[src/rtl/if_fetch_stage_pkg.sv]
// Shared constants and types for the instruction-fetch front end.
package if_fetch_stage_pkg;

   localparam int unsigned FETCH_ADDR_W = 32;
   localparam int unsigned FETCH_DATA_W = 32;

   localparam logic [FETCH_ADDR_W-1:0] RESET_PC_DEF = 32'h1c00_0000;

   typedef enum logic [1:0] {
      S_IDLE = 2'd0,
      S_REQ  = 2'd1,
      S_WAIT = 2'd2,
      S_HOLD = 2'd3
   } fetch_state_e;

   typedef struct packed {
      logic [FETCH_ADDR_W-1:0] pc;
      logic [FETCH_DATA_W-1:0] inst;
   } fetch_entry_t;

endpackage

[src/rtl/if_skid_buf.sv]
// One-entry skid buffer parking a fetched instruction while IF/ID is stalled.
module if_skid_buf
   import if_fetch_stage_pkg::*;
(
   input  logic         i_clk,
   input  logic         i_rst,
   input  logic         i_load,
   input  logic         i_drain,
   input  logic         i_flush,
   input  fetch_entry_t i_entry,
   output logic         o_valid,
   output fetch_entry_t o_entry
);

   logic         r_valid;
   fetch_entry_t r_entry;

   // Flush wins over load so a redirect never leaves a stale entry behind.
   always_ff @(posedge i_clk) begin
      if (i_rst || i_flush) begin
         r_valid <= 1'b0;
         r_entry <= '0;
      end else if (i_load) begin
         r_valid <= 1'b1;
         r_entry <= i_entry;
      end else if (i_drain) begin
         r_valid <= 1'b0;
      end
   end

   assign o_valid = r_valid;
   assign o_entry = r_entry;

endmodule

[src/rtl/if_fetch_stage.sv]
// Instruction-fetch stage: PC, single-outstanding fetch FSM, output slot and skid buffer.
module if_fetch_stage
   import if_fetch_stage_pkg::*;
#(
   parameter int unsigned       ADDR_W   = FETCH_ADDR_W,
   parameter int unsigned       DATA_W   = FETCH_DATA_W,
   parameter logic [ADDR_W-1:0] RESET_PC = RESET_PC_DEF
) (
   input  logic              i_clk,
   input  logic              i_rst,
   input  logic              i_branch_en,
   input  logic [ADDR_W-1:0] i_branch_addr,
   input  logic              i_jump_en,
   input  logic [ADDR_W-1:0] i_jump_addr,
   input  logic              i_stall,
   output logic              o_inst_req,
   output logic [ADDR_W-1:0] o_inst_addr,
   input  logic              i_inst_addr_ok,
   input  logic              i_inst_rvalid,
   input  logic [DATA_W-1:0] i_inst_rdata,
   output logic              o_if_valid,
   output logic [ADDR_W-1:0] o_if_pc,
   output logic [DATA_W-1:0] o_if_inst
);

   fetch_state_e      r_state, w_state_nxt;
   logic [ADDR_W-1:0] r_pc, w_pc_nxt;
   logic [ADDR_W-1:0] r_fetch_pc, w_fetch_pc_nxt;
   logic              r_drop, w_drop_nxt;
   logic              r_if_valid, w_if_valid_nxt;
   fetch_entry_t      r_slot, w_slot_nxt;

   logic              w_redirect;
   logic [ADDR_W-1:0] w_target;
   logic              w_slot_free;
   fetch_entry_t      w_resp_entry;

   logic              w_skid_load;
   logic              w_skid_drain;
   logic              w_skid_flush;
   logic              w_skid_valid;
   fetch_entry_t      w_skid_entry;

   assign w_redirect   = i_jump_en | i_branch_en;
   assign w_target     = i_jump_en ? i_jump_addr : i_branch_addr;
   assign w_slot_free  = !r_if_valid || !i_stall;
   assign w_resp_entry = '{pc: r_fetch_pc, inst: i_inst_rdata};

   always_comb begin
      w_state_nxt    = r_state;
      w_pc_nxt       = r_pc;
      w_fetch_pc_nxt = r_fetch_pc;
      w_drop_nxt     = r_drop;
      // An unstalled slot empties at the edge unless reloaded below.
      w_if_valid_nxt = r_if_valid & i_stall;
      w_slot_nxt     = r_slot;
      w_skid_load    = 1'b0;
      w_skid_drain   = 1'b0;
      w_skid_flush   = 1'b0;

      case (r_state)
         S_IDLE: w_state_nxt = S_REQ;
         S_REQ: begin
            if (i_inst_addr_ok) begin
               w_fetch_pc_nxt = r_pc;
               w_pc_nxt       = r_pc + ADDR_W'(4);
               w_state_nxt    = S_WAIT;
            end
         end
         S_WAIT: begin
            if (i_inst_rvalid) begin
               if (r_drop) begin
                  w_drop_nxt  = 1'b0;
                  w_state_nxt = S_REQ;
               end else if (w_slot_free) begin
                  w_slot_nxt     = w_resp_entry;
                  w_if_valid_nxt = 1'b1;
                  w_state_nxt    = S_REQ;
               end else begin
                  w_skid_load = 1'b1;
                  w_state_nxt = S_HOLD;
               end
            end
         end
         S_HOLD: begin
            if (!i_stall && w_skid_valid) begin
               w_slot_nxt     = w_skid_entry;
               w_if_valid_nxt = 1'b1;
               w_skid_drain   = 1'b1;
               w_state_nxt    = S_REQ;
            end
         end
         default: w_state_nxt = S_IDLE;
      endcase

      // Redirect overrides stall, consumption and any pending slot/skid load.
      if (w_redirect && (r_state != S_IDLE)) begin
         w_pc_nxt       = w_target;
         w_if_valid_nxt = 1'b0;
         w_slot_nxt     = r_slot;
         w_skid_load    = 1'b0;
         w_skid_drain   = 1'b0;
         w_skid_flush   = 1'b1;
         case (r_state)
            S_REQ: begin
               if (i_inst_addr_ok) begin
                  w_drop_nxt  = 1'b1;
                  w_state_nxt = S_WAIT;
               end else begin
                  w_state_nxt = S_REQ;
               end
            end
            S_WAIT: begin
               if (i_inst_rvalid) begin
                  w_drop_nxt  = 1'b0;
                  w_state_nxt = S_REQ;
               end else begin
                  w_drop_nxt  = 1'b1;
                  w_state_nxt = S_WAIT;
               end
            end
            S_HOLD:  w_state_nxt = S_REQ;
            default: w_state_nxt = r_state;
         endcase
      end
   end

   always_ff @(posedge i_clk) begin
      if (i_rst) begin
         r_state    <= S_IDLE;
         r_pc       <= RESET_PC;
         r_fetch_pc <= '0;
         r_drop     <= 1'b0;
         r_if_valid <= 1'b0;
         r_slot     <= '0;
      end else begin
         r_state    <= w_state_nxt;
         r_pc       <= w_pc_nxt;
         r_fetch_pc <= w_fetch_pc_nxt;
         r_drop     <= w_drop_nxt;
         r_if_valid <= w_if_valid_nxt;
         r_slot     <= w_slot_nxt;
      end
   end

   if_skid_buf u_skid (
      .i_clk   (i_clk),
      .i_rst   (i_rst),
      .i_load  (w_skid_load),
      .i_drain (w_skid_drain),
      .i_flush (w_skid_flush),
      .i_entry (w_resp_entry),
      .o_valid (w_skid_valid),
      .o_entry (w_skid_entry)
   );

   assign o_inst_req  = (r_state == S_REQ);
   assign o_inst_addr = r_pc;
   assign o_if_valid  = r_if_valid;
   assign o_if_pc     = r_slot.pc;
   assign o_if_inst   = r_slot.inst;

endmodule

[config.mk]
export PLATFORM = sky130hd
export DESIGN_NAME = if_fetch_stage
export DESIGN_NICKNAME = d
export VERILOG_FILES = /design/src/rtl/if_fetch_stage_pkg.sv /design/src/rtl/if_skid_buf.sv /design/src/rtl/if_fetch_stage.sv
export SDC_FILE = /design/constraint.sdc
export NUM_CORES = 1
export LEC_CHECK = 0
export ABC_AREA = 1
export CORE_MARGIN = 2
export CORE_UTILIZATION = 53
export CTS_BUF_LIST = sky130_fd_sc_hd__clkbuf_8
export DETAILED_ROUTE_END_ITERATION = 8
export HOLD_SLACK_MARGIN = 0.08
export PLACE_DENSITY_LB_ADDON = 0.3
export SYNTH_ARGS = -nofsm -noshare
export SYNTH_HDL_FRONTEND = slang
export SYNTH_HIERARCHICAL = 1
export SYNTH_SLANG_ARGS = --single-unit
[constraint.sdc]
create_clock -name i_clk -period 2.4 [get_ports i_clk]
set_clock_uncertainty 0.1 [all_clocks]
set_input_delay 0.72 -clock i_clk [delete_from_list [all_inputs] [get_ports i_clk]]
set_output_delay 0.72 -clock i_clk [all_outputs]
set_load 0.01 [all_outputs]
# == After elaboration in Yosys (flattened, before gate mapping) ==
# Index checks and enable logic that the tools add are counted.
# op_classes
addsub,1
eq_ne,11
mux,41
bitwise_logic,3
reduce_logical,17
# op_table
operator,n
$mux W64,4
$mux W32,4
$pmux W64 S2,1
$add A32 B3 Y32 const B,1
$mux W1,20
$mux W2,8
$reduce_bool A2 Y1,5
$ne A2 B2 Y1 const B,4
$pmux W2 S4,1
$ne A3 B3 Y1 const B,2
$pmux W2 S3,1
$reduce_and A6 Y1,1
$eq A2 B2 Y1 const B,2
$ne A4 B2 Y1 const B,1
$pmux W1 S2,2
$reduce_and A2 Y1,2
$reduce_and A4 Y1,1
$ne A3 B1 Y1 const B,1
$eq A2 B1 Y1 const B,1
$logic_and A1 B1 Y1,2
$logic_not A1 Y1,2
$logic_not A2 Y1,1
$logic_or A1 B1 Y1,2
$reduce_or A2 Y1,1
3 further kinds,3
# word_totals
ff_bits,197
in_bits,103
output_inout_bits,98
elab_cells,83

# == Longest topological paths before layout ==
# Gate-level depths: netlist (run 1).
# depth
word_depth,8
depth_mapped,12
mapped_depth_nobuf,12

# == Cells and area by module ==
# The synthesis (run 1) kept the hierarchy.
# modules_own_cells
mod,instances,cells_each,area_per_inst_um2
if_fetch_stage,1,1085,6920.4
if_skid_buf,1,285,2357.3

# == Least setup slack after synthesis (run 1) ==
# Ideal clock, no wire load.
# synth_timing
path_kind,input-to-reg
startpoint,input port i_jump_en
endpoint,"register u_skid.r_entry, in the netlist u_skid/o_entry[1]"
t_arrival_ns,2.068
t_required_ns,2.168
setup_slack_ns,0.100
path_stages,10
cell_sequence,buf_4 -> o21bai_4 -> clkinv_1 -> clkbuf_1 -> nor3_1 -> inv_2 -> buf_6 -> buf_4 -> nand2_1 -> a21oi_1
# synth_between
elab_chain_cells,4
# synth_lines
element,line_no,source
from (decl),if_fetch_stage.sv:13,"input logic i_jump_en,"
$or A1 B1 Y1,if_fetch_stage.sv:44,assign w_redirect = i_jump_en | i_branch_en;
$logic_and A1 B1 Y1,if_fetch_stage.sv:97,if (w_redirect && (r_state != S_IDLE)) begin
$mux W1,if_fetch_stage.sv:97,
named net w_skid_flush,if_fetch_stage.sv:40,logic w_skid_flush;
$logic_or A1 B1 Y1,if_skid_buf.sv:20,if (i_rst || i_flush) begin
to (signal assigned),if_skid_buf.sv:25,r_entry <= i_entry;
to (decl),if_skid_buf.sv:16,fetch_entry_t r_entry;
# The timed path passes the listed nets, and every way through them passes these cells.
# A chain may end at the register's enable or synchronous reset.

# == Final worst setup path (run 1) ==
# layout_timing
startpoint,register r_pc[8] (netlist: o_inst_addr[8])
endpoint,output port o_inst_addr[8]
# layout_rtl
element,line_no,source
from (decl),if_fetch_stage.sv:27,"logic [ADDR_W-1:0] r_pc, w_pc_nxt;"
from (signal assigned),if_fetch_stage.sv:138,r_pc <= w_pc_nxt;
to (decl),if_fetch_stage.sv:17,"output logic [ADDR_W-1:0] o_inst_addr,"
# No word-level cell between the ends.

==> results of run 1 <==
## power by group through the flow
stage                     logic [mW]  clock network, mW  registers (mW)
final                           5.25               2.16            4.83
after global routing            5.80               2.32            4.94
after CTS                       5.25               2.20            4.79
after detailed placement        5.22                  0            4.86
after global placement          5.15                  0            4.84
after floorplan                 2.39                  0            5.05
## sequential cells by signal (all words and copies together), names as in the netlist
| register | count |
|---|---|
| r_drop | 1 |
| r_state | 2 |
| r_fetch_pc | 32 |
| o_if_inst | 32 |
| o_if_valid | 1 |
| o_inst_addr | 32 |
| u_skid/o_entry | 64 |
| u_skid/o_valid | 1 |
| o_if_pc | 32 |
## metrics by stage
stage / setup TNS, ns / hold slack, ns / power, mW / std cells / utilization (%)
after global placement: -8.409 / 0.3458 / 9.989 / 1765 / 68.29
after detailed placement: -12.09 / 0.3514 / 10.08 / 1765 / 68.29
after floorplan: 0 / 0.3360 / 7.438 / 1370 / -
after CTS: 0 / 0.3641 / 12.24 / 1795 / 70.62
final: 0 / 0.3602 / 12.24 / 1795 / 70.76
after global routing: 0 / 0.3720 / 13.06 / 1795 / 70.76
## synth_stat cells (2+ instances only)
master and instances:
nand2_1 444, dfxtp_1 197, nor2_1 195, a21oi_1 98, o21ai_0 88, inv_1 70, o21ai_1 63, clkbuf_1 32
nand3_1 30, buf_2 26, buf_6 16, a21oi_2 14, a31oi_1 12, nand4_1 9, buf_4 8, ha_1 6
a211oi_1 5, nor3_1 5, o211ai_1 5, buf_1 4, inv_2 4, nand3b_1 4, o31ai_1 4, a311oi_1 3
nor2_2 3, xnor2_1 3, xor2_1 3, clkbuf_2 2, clkinv_1 2, mux2i_1 2, nand2_4 2, nor2_4 2
## cell families after synthesis
kind of cell / after synthesis
AND/OR/NAND/NOR: 698
AO/OA/AOI/OAI: 297
flip-flops: 197
buffers and inverters: 164
XOR/XNOR: 6
adder cells (fa/ha/maj): 6
multiplexers: 2
## layer usage
layer / track usage, % / part of all wire, % / up-vias
li1: - / - / 4774
met1: 36.49 / 45 / 4237
met2: 46.04 / 46 / 362
met3: 6.562 / 8.2 / 26
met4: 6.192 / 1.1 / 0
met5: 0 / 0 / -
## how the worst max path moves through the flow
stage | start | endpoint | slack, ns | cells past startpoint
4_1_cts | o_inst_addr[7] | o_inst_addr[7] | 0.0008 | 1
3_3_place_gp | i_branch_en | u_skid/o_entry[43] | -0.1 | 9
2_1_floorplan | i_jump_en | u_skid/o_entry[1] | 0.10 | 10
5_1_grt | o_inst_addr[8] | o_inst_addr[8] | 0.001 | 1
3_5_place_dp | i_branch_en | u_skid/o_entry[44] | -0.13 | 9
6_report | o_inst_addr[8] | o_inst_addr[8] | 0.07 | 1
## cell type report
class                      instances  area [um^2]
inverter                          76        286.5
clock inverter                    10        122.6
fill                            1480         5022
tap                              225        281.5
timing repair buffer             258         2676
clock buffer                      20        275.3
multi-input combinational       1009         4546
sequential                       197         3966
## what timing repair did
action,CTS,global route
endpoints found under the hold margin,0,0
gates resized for setup,3,18
endpoints found under the setup margin,2,18
gates cloned,0,0
==> impl_metrics.json, run 1 <==
{
  "status": "completed",
  "antenna_found_initial": 0,
  "die_x_um": 136.3,
  "power.switching_mw": 4.568,
  "hold_end": "u_skid/o_entry[63]",
  "end_kind": "output pin",
  "coreArea_um2": 17180,
  "gp_congestion": 0.9663,
  "hp-class": "flop to flop",
  "worstSetupStartpointType": "flop",
  "syn_avg_cell_area_um2": 6.772,
  "postCtsSetupRepairBufs": 0,
  "routed_wl_um": 25120,
  "hp-start": "r_fetch_pc[31]",
  "dp_hpwl_um": 18260,
  "async_flop_share_pct": 0,
  "synth.net_count": 1479,
  "max_slew.worst_pin.slew_ns": 0.5001,
  "p_seq_share_pct": 39.5,
  "hold_viol": 0,
  "drt-initial-drc-count": 531,
  "grt_pass1_wl_um": 41500,
  "dieHeight_um": 136.3,
  "clk_latency_ns": 0.46,
  "ioPinCount": 201,
  "crit_chain": "clkdlybuf4s50_1",
  "power.internal_mw": 7.672,
  "grt-ovfl-total": 0,
  "pre_cts_slack_ns": -0.1348,
  "route.detailed.drc": 0,
  "power.clock.fraction_pct": 17.6,
  "ys_seq_elements": 197,
  "numCtsBuffers": 17,
  "first_pass_iters": 7,
  "path_clk_slew_ns": 0.09,
  "r2r_start": "r_state[0]",
  "syn_area_um2": 9278,
  "crit_arrival_ns": 1.51,
  "ys_seq_area_share_pct": 42.51,
  "cts_hold_buf": 0,
  "netlist.area_leader.share_pct": 42.51,
  "min_period_ns": 2.331,
  "setup_viol": 0,
  "wl_per_cell_um": 13.99,
  "worstSetupPathType": "flop to output pin",
  "p_comb_share_pct": 42.9,
  "switching_share_pct": 37.32,
  "yosysWarnings": 6,
  "synth_compound_area_share_pct": 17.52,
  "nNetsFinal": 1668,
  "io_buffers": 200,
  "yosys.area_share.adder_pct": 0.8092,
  "layout_setup_ws_ns": 0.06944,
  "path_max_fanout": 6,
  "cts_sinks": 197,
  "cp.buffers_inverters": 1,
  "relSlewSlack_pct": 66.41,
  "postPlaceCellArea_um2": 11730,
  "synthTopCellsByArea": "dfxtp_1 (43%), nand2_1 (18%), nor2_1 (7.9%), a21oi_1 (5.3%), o21ai_0 (4.7%)",
  "cpPeakStageDelay_ns": 0.60,
  "ys_types": 41,
  "ir_worst_vdd_mv": 0.5280,
  "synth_mux_area_share_pct": 0.2158,
  "final_common_cell": "nand2_1",
  "htreeDepth": 4,
  "drv_cap": 0,
  "n_antenna_cell": 0,
  "die_area_um2": 18580,
  "synth_area_leader_cell": "dfxtp_1",
  "viasPerCell": 5.236,
  "clockBufferDepth": 2,
  "synth_top_family_by_area": "simple AND/OR/NAND/NOR gates",
  "yosys.area_share.simple_pct": 29.75,
  "r2r_slack_ns": 0.43,
  "via_count": 9399,
  "clock_tree.root_cell": "clkbuf_8",
  "power_density_nw_per_um2": 1007,
  "worstPathRequired_ns": 1.58,
  "finalMaxSlewViolations": 0,
  "ff2ff_path_depth": 10,
  "critPathTopFamily": "buffers and inverters",
  "hold_path_depth": 2,
  "synth_edf_count": 0,
  "mostFrequentLayoutCells": "nand2_1 (443), clkdlybuf4s50_1 (198), nor2_1 (195), dfxtp_1 (179), a21oi_1 (98)",
  "grt_pass1_vias": 8595,
  "leakagePower_nw": 4.750,
  "ys.flop_type": "dfxtp_1",
  "min_period_over_period_pct": 97.11,
  "start_util_pct": 54.01,
  "grt_usage_pct": 27.67,
  "grt_max_degree": 84,
  "cp_slowest_cell": "clkdlybuf4s50_1",
  "cts_tree": "built",
  "synth_cells": 1370,
  "fmax_mhz": 429.1,
  "num_rows": 48,
  "area_growth_pct": 31.01,
  "drive_gt1_share_pct": 8.790,
  "worstReg2RegEnd": "o_inst_addr[9]",
  "fin_area_um2": 12150,
  "ant_nets": 0,
  "synthXorXnorAreaFrac_pct": 0.5664,
  "rsz0062_at_grt": "no"
}
No activity file was read; power rests on OpenSTA's default activity.
==> run 2: changes to the inputs <==
--- a/config.mk
+++ b/config.mk
@@ -9,10 +9,10 @@
 export CORE_MARGIN = 2
 export CORE_UTILIZATION = 53
 export CTS_BUF_LIST = sky130_fd_sc_hd__clkbuf_8
+export CTS_CLUSTER_SIZE = 14
 export DETAILED_ROUTE_END_ITERATION = 8
 export HOLD_SLACK_MARGIN = 0.08
 export PLACE_DENSITY_LB_ADDON = 0.3
 export SYNTH_ARGS = -nofsm -noshare
 export SYNTH_HDL_FRONTEND = slang
-export SYNTH_HIERARCHICAL = 1
 export SYNTH_SLANG_ARGS = --single-unit
==> impl_metrics.json, run 2 <==
{
  "min_period_over_period_pct": 98.45,
  "synth_commonest_cells": "nand2_1 (263), nor2_1 (202), dfxtp_1 (197), o21ai_0 (189), a21oi_1 (118)",
  "io_buffers": 200,
  "power_density_nw_per_um2": 1021,
  "power.switching_mw": 4.521,
  "ioPinCount": 201,
  "clockBufferDepth": 2,
  "wl_per_cell_um": 14.35,
  "num_rows": 47,
  "via_count": 9240,
  "area_growth_pct": 32.89,
  "worstPathRequired_ns": 1.58,
  "dieHeight_um": 135.3,
  "path_clk_slew_ns": 0.10,
  "ys.flop_type": "dfxtp_1",
  "grt_max_degree": 59,
  "grt_pass1_vias": 8524,
  "critPathTopFamily": "buffers and inverters",
  "layout_setup_ws_ns": 0.03719,
  "antenna_found_initial": 0,
  "die_area_um2": 18300,
  "gp_congestion": 0.9327,
  "path_max_fanout": 6,
  "drt-initial-drc-count": 592,
  "grt-ovfl-total": 0,
  "syn_avg_cell_area_um2": 6.882,
  "setup_viol": 0,
  "crit_arrival_ns": 1.54,
  "switching_share_pct": 36.49,
  "synthTopCellsByArea": "dfxtp_1 (43%), nand2_1 (11%), o21ai_0 (10%), nor2_1 (8.3%), a21oi_1 (6.5%)",
  "p_seq_share_pct": 38.3,
  "viasPerCell": 5.277,
  "total_power_mw": 12.39,
  "grt_usage_pct": 27.31,
  "power.clock.fraction_pct": 19.1,
  "htreeDepth": 4,
  "nNetsFinal": 1627,
  "rsz0062_at_grt": "no",
  "crit_chain": "clkdlybuf4s50_1",
  "largest_reg_flops": 64,
  "final_cells": 1751,
  "power.internal_mw": 7.868,
  "relSlewSlack_pct": 70.44,
  "synth_edf_count": 0,
  "ys_types": 36,
  "status": "completed",
  "finalMaxSlewViolations": 0,
  "hp-class": "flop to flop",
  "pre_cts_slack_ns": -0.3039,
  "yosysWarnings": 0,
  "fillers": 1389,
  "ys_seq_area_share_pct": 43.18,
  "drv_cap": 0,
  "drive_gt1_share_pct": 9.014,
  "cp_slowest_cell": "clkdlybuf4s50_1",
  "grt_pass1_wl_um": 40070,
  "dp_hpwl_um": 18350,
  "leakagePower_nw": 4.605,
  "timing.hold.ws_ns": 0.3534,
  "synth_area_leader_cell": "dfxtp_1",
  "numCtsBuffers": 17,
  "coreArea_um2": 16700,
  "ant_nets": 0,
  "min_period_ns": 2.363,
  "worstSetupStartpointType": "flop",
  "start_util_pct": 54.68,
  "p_comb_share_pct": 42.6,
  "cts_hold_buf": 0,
  "cts_sinks": 197,
  "cpPeakStageDelay_ns": 0.62,
  "syn_area_um2": 9133,
  "mostFrequentLayoutCells": "nand2_1 (260), nor2_1 (202), clkdlybuf4s50_1 (197), o21ai_0 (189), dfxtp_1 (185)",
  "synth_cells": 1327,
  "worstSetupPathType": "flop to output pin",
  "route.detailed.drc": 0,
  "first_pass_iters": 5,
  "async_flop_share_pct": 0,
  "cts_tree": "built",
  "ir_worst_vdd_mv": 0.5467,
  "fmax_mhz": 423.2,
  "final_common_cell": "nand2_1",
  "n_antenna_cell": 0,
  "postCtsSetupRepairBufs": 0,
  "die_x_um": 135.3,
  "hold_viol": 0,
  "clock_tree.root_cell": "clkbuf_8",
  "max_slew.worst_pin.slew_ns": 0.4418,
  "cp.buffers_inverters": 1,
  "routed_wl_um": 25120,
  "clk_latency_ns": 0.48,
  "ys_seq_elements": 197,
  "final_core_util_pct": 72.67,
  "end_kind": "output pin",
  "dp.cells": 1719,
  "synth.net_count": 1436,
  "yosysMostFrequentCell": "nand2_1",
  "netlist.area_leader.share_pct": 43.18
}
-- run 2: cell count changes after synthesis, moves of 20 or more --
cell	delta
nand2_1	-181
o21ai_0	+101
o21ai_1	-63
clkbuf_1	+39
inv_1	+33
o21bai_1	+32
or2_2	+25
a21oi_1	+20
-- run 2: layer usage --
layer / wire [um] / up-vias / global-route usage [%]
met1: 10580 / 4182 / 33.33
met5: 0 / - / 0
met2: 12150 / 326 / 46.95
li1: - / 4673 / -
met4: 699 / 0 / 11.92
met3: 1688 / 59 / 5.312
-- run 2: path summary, 6_finish.rpt --
path	startpoint	slack, ns	cells after the start	endpoint
min	u_skid.o_entry[5]	0.35	2	u_skid.o_entry[5]
max	o_inst_addr[3]	0.04	1	o_inst_addr[3]
max reg2reg	o_inst_addr[4]	0.29	8	o_inst_addr[21]
min reg2reg	u_skid.o_entry[5]	0.35	2	u_skid.o_entry[5]
-- run 2: cells by family after synthesis --
family,after synthesis,synth area share (%)
compound gates,374,22.19
simple gates,549,24.61
mux,3,0.3288
buf+inv,191,8.193
xor+xnor,7,0.6713
fa+ha+maj,6,0.8220
flops,197,43.18
-- run 2: cell type report --
| type | instances | area [um^2] | share of cell area, % |
|---|---|---|---|
| Sequential cell | 197 | 3959 | 32.62 |
| Timing Repair Buffer | 258 | 2604 | 21.45 |
| Clock buffer | 18 | 247.7 | 2.041 |
| Multi-Input combinational cell | 939 | 4459 | 36.74 |
| Clock inverter | 14 | 197.7 | 1.629 |
| Tap cell | 220 | 275.3 | 2.268 |
| Inverter | 105 | 394.1 | 3.247 |
-- run 2: per-stage QoR --
step	TNS (ns)	cell area (um^2)
floorplan	0	9133
global placement	-19.24	11670
detailed placement	-25.67	11670
CTS	0	12120
global route	0	12140
finish	0	12140
-- run 2: power by group through the flow --
| stage | Combinational [mW] | Clock, mW | Sequential [mW] |
|---|---|---|---|
| finish | 5.28 | 2.37 | 4.74 |
| global route | 5.81 | 2.50 | 4.85 |
| CTS | 5.28 | 2.40 | 4.73 |
| detailed placement | 5.25 | 0 | 4.79 |
| global placement | 5.14 | 0 | 4.76 |
| floorplan | 2.23 | 0 | 5.02 |
-- run 2: what timing repair did --
action                     CTS  global route
resized for setup            4            11
hold endpoints to repair     0             0
setup endpoints to repair    4            11
